**config.mk**
```make
export PLATFORM = sky130hd
export DESIGN_NAME = prog_loader
export DESIGN_NICKNAME = d
export VERILOG_FILES = /design/src/rtl/prog_loader.sv
export SDC_FILE = /design/constraint.sdc
export NUM_CORES = 1
export LEC_CHECK = 0
export BUFFER_PORTS_ARGS = -buffer_cell sky130_fd_sc_hd__buf_4
export CELL_PAD_IN_SITES_DETAIL_PLACEMENT = 2
export CELL_PAD_IN_SITES_GLOBAL_PLACEMENT = 2
export CORE_ASPECT_RATIO = 1.75
export CORE_UTILIZATION = 30
export DETAILED_ROUTE_END_ITERATION = 10
export GPL_TIMING_DRIVEN = 0
export HOLD_SLACK_MARGIN = 0.1
export PLACE_DENSITY = 0.81
export SLEW_MARGIN = 10
export SYNTH_ARGS = -nofsm -noshare
export SYNTH_HDL_FRONTEND = slang
export SYNTH_SLANG_ARGS = --single-unit
```
**constraint.sdc**
```tcl
create_clock -name clk -period 1.9 [get_ports clk]
set_input_delay 0.285 -clock clk [delete_from_list [all_inputs] [get_ports clk]]
set_output_delay 0.285 -clock clk [all_outputs]
set_load 0.01 [all_outputs]
```
**src/rtl/prog_loader.sv**
```systemverilog
// Boot-time program loader: streams 32-bit words into instruction memory and holds the core in reset until an image commits.
// Optional macro LOADER_CHECKSUM_EN: the in_last beat carries a 32-bit wrap-around checksum instead of a program word.
module prog_loader #(
  parameter int ADDR_W    = 8,
  parameter int MAX_WORDS = 256
) (
  input  logic              clk,
  input  logic              rst,
  input  logic              load_req,
  input  logic              in_valid,
  output logic              in_ready,
  input  logic [31:0]       in_data,
  input  logic              in_last,
  output logic              imem_we,
  output logic [ADDR_W-1:0] imem_waddr,
  output logic [31:0]       imem_wdata,
  output logic              core_rst,
  output logic              busy,
  output logic              done,
  output logic [ADDR_W:0]   word_count,
  output logic              err_overflow,
  output logic              err_checksum
);

  typedef enum logic [2:0] {IDLE, LOAD, DRAIN, RELEASE, RUN} state_e;

  localparam logic [ADDR_W:0] LAST_IDX = (ADDR_W+1)'(MAX_WORDS - 1);
  localparam logic [ADDR_W:0] CNT_ONE  = (ADDR_W+1)'(1);

  state_e            state_q, state_d;
  logic              in_ready_q, in_ready_d;
  logic              busy_q, busy_d;
  logic              core_rst_q, core_rst_d;
  logic              done_q, done_d;
  logic              we_q, we_d;
  logic [ADDR_W-1:0] waddr_q, waddr_d;
  logic [31:0]       wdata_q, wdata_d;
  logic [ADDR_W:0]   count_q, count_d;
  logic              ovf_q, ovf_d;
  logic              accept, start, load_beat, write_beat, last_ok;

`ifdef LOADER_CHECKSUM_EN
  logic [31:0] sum_q, sum_d;
  logic        cks_q, cks_d;

  assign write_beat = !in_last;
  assign last_ok    = (sum_q == in_data);
`else
  assign write_beat = 1'b1;
  assign last_ok    = 1'b1;
`endif

  // in_ready_q is only set in LOAD/DRAIN, so accept never fires elsewhere
  assign accept    = in_valid && in_ready_q;
  assign load_beat = accept && (state_q == LOAD);
  assign start     = load_req && ((state_q == IDLE) || (state_q == RUN));

  always_ff @(posedge clk or negedge rst) begin
    if (!rst) begin
      state_q    <= IDLE;
      in_ready_q <= 1'b0;
      busy_q     <= 1'b0;
      core_rst_q <= 1'b1;
      done_q     <= 1'b0;
      we_q       <= 1'b0;
      waddr_q    <= '0;
      wdata_q    <= '0;
      count_q    <= '0;
      ovf_q      <= 1'b0;
`ifdef LOADER_CHECKSUM_EN
      sum_q      <= '0;
      cks_q      <= 1'b0;
`endif
    end else begin
      state_q    <= state_d;
      in_ready_q <= in_ready_d;
      busy_q     <= busy_d;
      core_rst_q <= core_rst_d;
      done_q     <= done_d;
      we_q       <= we_d;
      waddr_q    <= waddr_d;
      wdata_q    <= wdata_d;
      count_q    <= count_d;
      ovf_q      <= ovf_d;
`ifdef LOADER_CHECKSUM_EN
      sum_q      <= sum_d;
      cks_q      <= cks_d;
`endif
    end
  end

  always_comb begin
    state_d = state_q;
    unique case (state_q)
      IDLE:    if (load_req) state_d = LOAD;
      LOAD: begin
        if (accept) begin
          if (in_last)                  state_d = last_ok ? RELEASE : IDLE;
          else if (count_q == LAST_IDX) state_d = DRAIN;
        end
      end
      DRAIN:   if (accept && in_last) state_d = IDLE;
      RELEASE: state_d = RUN;
      RUN:     if (load_req) state_d = LOAD;
      default: state_d = IDLE;
    endcase
  end

  // Status outputs are registered from the next state so they track the state register exactly
  always_comb begin
    in_ready_d = (state_d == LOAD) || (state_d == DRAIN);
    busy_d     = (state_d == LOAD) || (state_d == DRAIN);
    core_rst_d = (state_d != RUN);
    done_d     = (state_d == RUN);
    we_d       = 1'b0;
    waddr_d    = waddr_q;
    wdata_d    = wdata_q;
    count_d    = count_q;
    ovf_d      = ovf_q;
    if (start) begin
      count_d = '0;
      ovf_d   = 1'b0;
    end
    if (load_beat && write_beat) begin
      we_d    = 1'b1;
      waddr_d = count_q[ADDR_W-1:0];
      wdata_d = in_data;
      count_d = count_q + CNT_ONE;
      if (!in_last && (count_q == LAST_IDX)) ovf_d = 1'b1;
    end
`ifdef LOADER_CHECKSUM_EN
    sum_d = sum_q;
    cks_d = cks_q;
    if (start) begin
      sum_d = '0;
      cks_d = 1'b0;
    end
    if (load_beat && write_beat)           sum_d = sum_q + in_data;
    if (load_beat && in_last && !last_ok)  cks_d = 1'b1;
`endif
  end

  assign in_ready     = in_ready_q;
  assign busy         = busy_q;
  assign core_rst     = core_rst_q;
  assign done         = done_q;
  assign imem_we      = we_q;
  assign imem_waddr   = waddr_q;
  assign imem_wdata   = wdata_q;
  assign word_count   = count_q;
  assign err_overflow = ovf_q;
`ifdef LOADER_CHECKSUM_EN
  assign err_checksum = cks_q;
`else
  assign err_checksum = 1'b0;
`endif

endmodule

```
==> flow_metrics.env, run 1 <==
export IMPL_outcome="complete, no violations"
export IMPL_use_met1_pct=17.3
export IMPL_final_max_slew_viol_count=0
export IMPL_grt_pass1_vias=2090
export IMPL_ys_seq_area_share_pct=58.4
export IMPL_cts_max_level=3
export IMPL_netlist_instances=177
export IMPL_synth_adder_area_share_pct=1.02
export IMPL_start_util_pct=30.9
export IMPL_dpl_hpwl_microns=4860
export IMPL_grt_busiest_layer="met2"
export IMPL_cp_startpoint="word_count[0]"
export IMPL_crit_path_max_incr_delay_ns=0.37
export IMPL_syn_num_nets=216
export IMPL_period_share_pct=92.4
export IMPL_grt_max_degree=58
export IMPL_cp_slowest_cell="dfrtp_2"
export IMPL_synth_compound_area_share_pct=5.73
export IMPL_rr_startpoint="word_count[0]"
export IMPL_drive_gt1_share_pct=60.9
export IMPL_synth_distinct_cells=37
export IMPL_crit_path_end="busy"
export IMPL_syn_area_per_cell_sq_um=13.8
export IMPL_path_class="flop to flop"
export IMPL_yosysWarnings=0
export IMPL_die_w_microns=70.2
export IMPL_vias=1840
export IMPL_pin_count=93
export IMPL_tightest_slew_ns=0.738
export IMPL_whs_ns=0.195
export IMPL_clockRootBuffer="clkbuf_16"
export IMPL_clk_latency_ns=0.32
export IMPL_max_clock_path_buffers=2
export IMPL_crit_arrival_ns=1.97
export IMPL_ant_nets=0
export IMPL_crit_top_cell="ha_2"
export IMPL_insertedDiodeCount=0
export IMPL_gp_congestion=0.748
export IMPL_drt_wl_total_microns=6700
export IMPL_crit_chain="ha_2 > nand3_2 > nor3_2 > ha_2 > nand2b_1 > o22a_1 > o311ai_1"
export IMPL_cp_max_fo=4
export IMPL_cts_tree="yes"
export IMPL_fmax_mhz=570
export IMPL_use_met3_pct=3.41
export IMPL_via_per_inst=4.85
export IMPL_rr_endpoint="busy"
export IMPL_grt_pass1_wl_microns=10800
export IMPL_end_kind="flop"
export IMPL_ys_ff_latch=57
export IMPL_coreArea_sq_um=7910
export IMPL_reg2reg_slack_ns=0.14
export IMPL_min_period_ns=1.76
export IMPL_power_total_mw=5.86
export IMPL_drt_initial_drc_count=87
export IMPL_fin_skew_ns=0.00617
export IMPL_synth_simple_gate_area_share_pct=10.0
export IMPL_grtUsageTotal_pct=16.8
export IMPL_rsz0062_at_grt="false"
export IMPL_ir_drop_uv=634
export IMPL_synth_top_family_by_area="multiplexers"
export IMPL_synth_xor_xnor_area_share_pct=0.358
export IMPL_min_delay_start="in_data[4]"
export IMPL_cts_buffers=9
export IMPL_die_h_microns=121
export IMPL_io_buffers=91
export IMPL_clkSinkCount=57
export IMPL_antenna_found_initial=0
export IMPL_p_leak_nw=1.69
export IMPL_required_ns=2.12
export IMPL_finalCoreUtilization_pct=45.3
export IMPL_maxCapViolCount=0
export IMPL_row_count=43
export IMPL_syn2layout_area_growth_pct=46.5
export IMPL_hold_class="input port to flop"
export IMPL_cellPowerDensity_nw_per_um2=1640
export IMPL_gr_usage_met2_pct=31.8
export IMPL_wl_per_cell_microns=17.7
export IMPL_worstRegToRegCells=7
export IMPL_clk_pin_slew_ns=0.05
export IMPL_dieArea_sq_um=8520
export IMPL_drc_errors=0
export IMPL_muxShareOfSynthArea_pct=19.7
export IMPL_synth_area_sq_um=2440
export IMPL_setup_worst_path_start_class="flop"
export IMPL_nNetsFinal=323
export IMPL_overflow=0
export IMPL_relSlewSlack_pct=50.8
export IMPL_setup_viol=0
export IMPL_firstDrtPassIters=4
export IMPL_hold_viol=0
[worst max-delay path: cells and delay by family, from the launching register on]
kind / cells / cell delay (ns)
fa+ha+maj: 2 / 0.44
flops: 1 / 0.37
simple gates: 3 / 0.37
compound gates: 2 / 0.46
[metal layers]
metal	up-vias	routed length, microns	part of all wire (%)
met5	-	0	0
met4	0	128	1.9
met1	942	2300	34
li1	840	-	-
met3	9	232	3.5
met2	49	4040	60
[placed cells by master, fill, tap and decap left out, types with 2 or more instances in the layout]
cell        count
a221o_1         3
mux2_2         40
clkinvlp_4      2
clkinv_2        3
o21ai_0         7
ha_2            2
or3b_1          2
mux2i_1         3
inv_1           5
buf_2           3
clkbuf_16       9
nor2b_1         2
buf_4          98
nand2b_1        2
clkbuf_8        2
nand2_1        13
buf_6           5
nand3_1         4
nor4_1          3
dfrtp_1        53
and2_1          2
dfrtp_2         3
[where the power goes]
part / internal [mW] / switching, mW / total, mW / leakage [nW]
Combinational: 1.34 / 1.06 / 2.39 / 0.840
Clock: 0.944 / 0.551 / 1.49 / 0.137
Sequential: 1.69 / 0.281 / 1.97 / 0.708
[synthesized netlist by cell type, drive strengths merged]
cell	n	area (sq um)
a21oi	1	5.00
xnor2	1	8.76
ha	2	25.0
nor3	2	10.0
mux2i	3	30.0
o22a	1	8.76
o2111ai	1	8.76
nor4	5	52.6
inv	5	18.8
buf	11	93.8
nand4	1	6.26
o31a	1	8.76
nand3	5	25.0
o311ai	1	8.76
nand2b	2	12.5
or4b	1	10.0
conb	1	3.75
mux2	40	450
nor2	1	3.75
a221o	3	30.0
o2bb2ai	1	8.76
a21boi	1	18.8
and2	3	20.0
dfstp	1	26.3
or3b	2	17.5
o21ai	7	35.0
dfrtp	56	1400
nor3b	2	26.3
nor2b	2	12.5
o211ai	1	7.51
nand2	13	48.8
[worst min-delay path by stage]
| stage | endpoint | slack, ns | cells past startpoint |
|---|---|---|---|
| after global placement | imem_waddr[7] | 0.39 | 1 |
| after CTS | imem_wdata[8] | 0.18 | 2 |
| after floorplan | busy | -0.01 | 0 |
| after global routing | imem_wdata[4] | 0.19 | 2 |
| after detailed placement | imem_waddr[7] | 0.40 | 1 |
| final | imem_wdata[4] | 0.19 | 2 |
[per-stage QoR]
| stage | instance area [sq um] | instances | worst slack, ns | TNS, ns |
|---|---|---|---|---|
| 6_report | 3580 | 379 | 0.144 | 0 |
| 5_1_grt | 3580 | 379 | 0.0286 | 0 |
| 4_1_cts | 3560 | 377 | 0.0227 | 0 |
| 3_5_place_dp | 3240 | 358 | -0.287 | -0.299 |
| 3_3_place_gp | 3240 | 358 | -0.237 | -0.237 |
| 2_1_floorplan | 2440 | 177 | 0.101 | 0 |
[what timing repair did]
item | 4_1_cts | 5_1_grt
endpoints found under the hold margin | 56 | 0
setup buffers | 2 | 2
pin swaps | 0 | 2
resized for setup | 7 | 1
hold buffers | 1 | 0
endpoints found under the setup margin | 2 | 25
[final cells by class]
cell class	count	area, sq um
Multi-Input combinational cell	104	918
Timing Repair Buffer	96	723
Clock inverter	5	30.0
Fill cell	788	4330
Sequential cell	57	1430
Clock buffer	11	253
Tap cell	90	113
Buffer	11	93.8
Inverter	5	18.8
[state kept, by name, indices dropped and copies added, names as in the netlist, 3 cells and up]
signal	count
imem_waddr	8
imem_wdata	32
state_q	3
word_count	9
[cell families (layout without fill, tap and decap cells)]
| family | count (synthesis) | after routing |
|---|---|---|
| flip-flops | 57 | 57 |
| adder cells (fa/ha/maj) | 2 | 2 |
| buffers and inverters | 16 | 128 |
| multiplexers | 43 | 43 |
| AO/OA/AOI/OAI | 18 | 18 |
| XOR/XNOR | 1 | 1 |
| other | 1 | 1 |
| AND/OR/NAND/NOR | 39 | 39 |
No activity file was read; power rests on OpenSTA's default activity.
==> inputs of run 2 (changes only) <==
==> constraint.sdc (replaced) <==
create_clock -name clk -period 1.9 [get_ports clk]
set_input_delay 0.285 -clock clk [delete_from_list [all_inputs] [get_ports clk]]
set_output_delay 0.285 -clock clk [all_outputs]
set_load 0.1 [all_outputs]
==> run 2 against run 1 <==
First-iteration DRC count decreased by 26%. Worst hold slack gained 0.0019 ns. Worst setup slack worse by 0.0013 ns. Die area did not move.
==> flow_metrics.env, run 2 (same netlist as run 1, synthesis figures left out) <==
export IMPL_use_met1_pct=17.1
export IMPL_vias=1837
export IMPL_fmax_mhz=569
export IMPL_period_share_pct=92.5
export IMPL_start_util_pct=30.9
export IMPL_grt_pass1_vias=1979
export IMPL_nNetsFinal=321
export IMPL_final_common_cell="buf_4"
export IMPL_gr_usage_met2_pct=31.4
export IMPL_setup_worst_path_start_class="flop"
export IMPL_pin_count=93
export IMPL_cts_max_level=3
export IMPL_layout_common_cells="buf_4, dfrtp_1, mux2_2"
export IMPL_drive_gt1_share_pct=61.7
export IMPL_dpl_hpwl_microns=4730
export IMPL_rsz0062_at_grt="false"
export IMPL_worstRegToRegCells=7
export IMPL_reg2reg_slack_ns=0.14
export IMPL_required_ns=2.11
export IMPL_dieArea_sq_um=8520
export IMPL_finalCoreUtilization_pct=45.8
export IMPL_end_kind="flop"
export IMPL_cp_max_fo=6
export IMPL_crit_arrival_ns=1.97
export IMPL_final_max_slew_viol_count=0
export IMPL_die_w_microns=70.2
export IMPL_firstDrtPassIters=4
export IMPL_grt_max_degree=58
export IMPL_hold_class="input port to flop"
export IMPL_dp_cells=358
export IMPL_io_buffers=91
export IMPL_path_class="flop to flop"
export IMPL_tightest_slew_ns=0.741
export IMPL_hold_viol=0
export IMPL_insertedDiodeCount=0
export IMPL_syn2layout_area_growth_pct=48.1
export IMPL_outcome="complete, no violations"
export IMPL_rr_startpoint="word_count[1]"
export IMPL_drt_wl_total_microns=6690
export IMPL_wl_per_cell_microns=17.7
export IMPL_clk_latency_ns=0.32
export IMPL_cts_tree="yes"
export IMPL_max_clock_path_buffers=2
export IMPL_clockRootBuffer="clkbuf_16"
export IMPL_setup_viol=0
export IMPL_grt_pass1_wl_microns=10700
export IMPL_cts_buffers=9
export IMPL_min_to="imem_wdata[6]"
export IMPL_final_cells=377
export IMPL_min_period_ns=1.76
export IMPL_row_count=43
export IMPL_grtUsageTotal_pct=16.8
export IMPL_largest_reg_flops=32
export IMPL_antenna_found_initial=0
export IMPL_worstHoldPathCells=2
export IMPL_grt_busiest_layer="met2"
export IMPL_drt_initial_drc_count=64
export IMPL_via_per_inst=4.87
export IMPL_overflow=0
export IMPL_clk_pin_slew_ns=0.05
export IMPL_relSlewSlack_pct=50.6
export IMPL_die_h_microns=121
export IMPL_drc_errors=0
export IMPL_ant_nets=0
export IMPL_clkSinkCount=57
export IMPL_fin_skew_ns=0.00606
export IMPL_maxCapViolCount=0
export IMPL_rr_endpoint="busy"
export IMPL_coreArea_sq_um=7910
export IMPL_min_delay_start="in_data[6]"
export IMPL_gp_congestion=0.720
export IMPL_use_met3_pct=3.57
run 2: cell types whose count changed in the layout (fill, tap and decap cells not counted), moves of 2 or more:
cell / delta
buf_4: -2
clkbuf_1: +2
clkinv_2: -2
clkinvlp_4: -2
dfrtp_1: -4
dfrtp_2: +2
dfrtp_4: +2
run 2: repair_timing:
item	4_1_cts	5_1_grt
hold buffers	1	0
hold endpoints to repair	56	0
setup buffers	1	1
pin swaps	2	0
endpoints found under the setup margin	2	25
resized for setup	5	2
run 2: worst max path at each step:
| stage | start | cells past startpoint | to |
|---|---|---|---|
| 2_1_floorplan | word_count[4] | 6 | busy |
| 3_5_place_dp | word_count[0] | 7 | busy |
| 6_report | word_count[1] | 7 | busy |
| 4_1_cts | state_q[1] | 7 | imem_wdata[24] |
| 5_1_grt | word_count[1] | 7 | busy |
| 3_3_place_gp | word_count[1] | 7 | busy |
run 2: cell type report:
| type | instances | area (sq um) |
|---|---|---|
| Buffer | 11 | 93.8 |
| Inverter | 5 | 18.8 |
| Timing Repair Buffer | 94 | 708 |
| Multi-Input combinational cell | 104 | 936 |
| Sequential cell | 57 | 1440 |
| Tap cell | 90 | 113 |
| Clock inverter | 2 | 35.0 |
| Clock buffer | 14 | 274 |
| Fill cell | 791 | 4290 |
run 2: layer usage:
| metal | part of all wire, % | routed length [microns] | up-vias |
|---|---|---|---|
| met5 | 0 | 0 | - |
| met4 | 1.9 | 125 | 0 |
| met3 | 3.5 | 235 | 7 |
| met2 | 61 | 4080 | 53 |
| met1 | 34 | 2250 | 941 |
| li1 | - | - | 836 |
run 2: metrics by stage:
step                setup slack (ns)  hold slack, ns  instance area (sq um)  TNS, ns
global route                  0.0303           0.188                   3620        0
floorplan                     -0.141         -0.0106                   2460   -0.141
detailed placement            -0.238           0.410                   3250   -0.262
CTS                           0.0276           0.182                   3590        0
global placement              -0.155           0.399                   3250   -0.155
finish                         0.143           0.196                   3620        0
run 2: worst max-delay path, stage by stage, from the launching register on:
cell and delay, ns:
dfrtp_4 0.46, ha_4 0.16, nand3_2 0.12, nor3_2 0.14, ha_2 0.21, nand2b_1 0.09, o22a_1 0.22, o311ai_2 0.23
Power of run 2 is not shown: default switching activity piles up to over one toggle a cycle in this logic, so the estimate is an artifact.
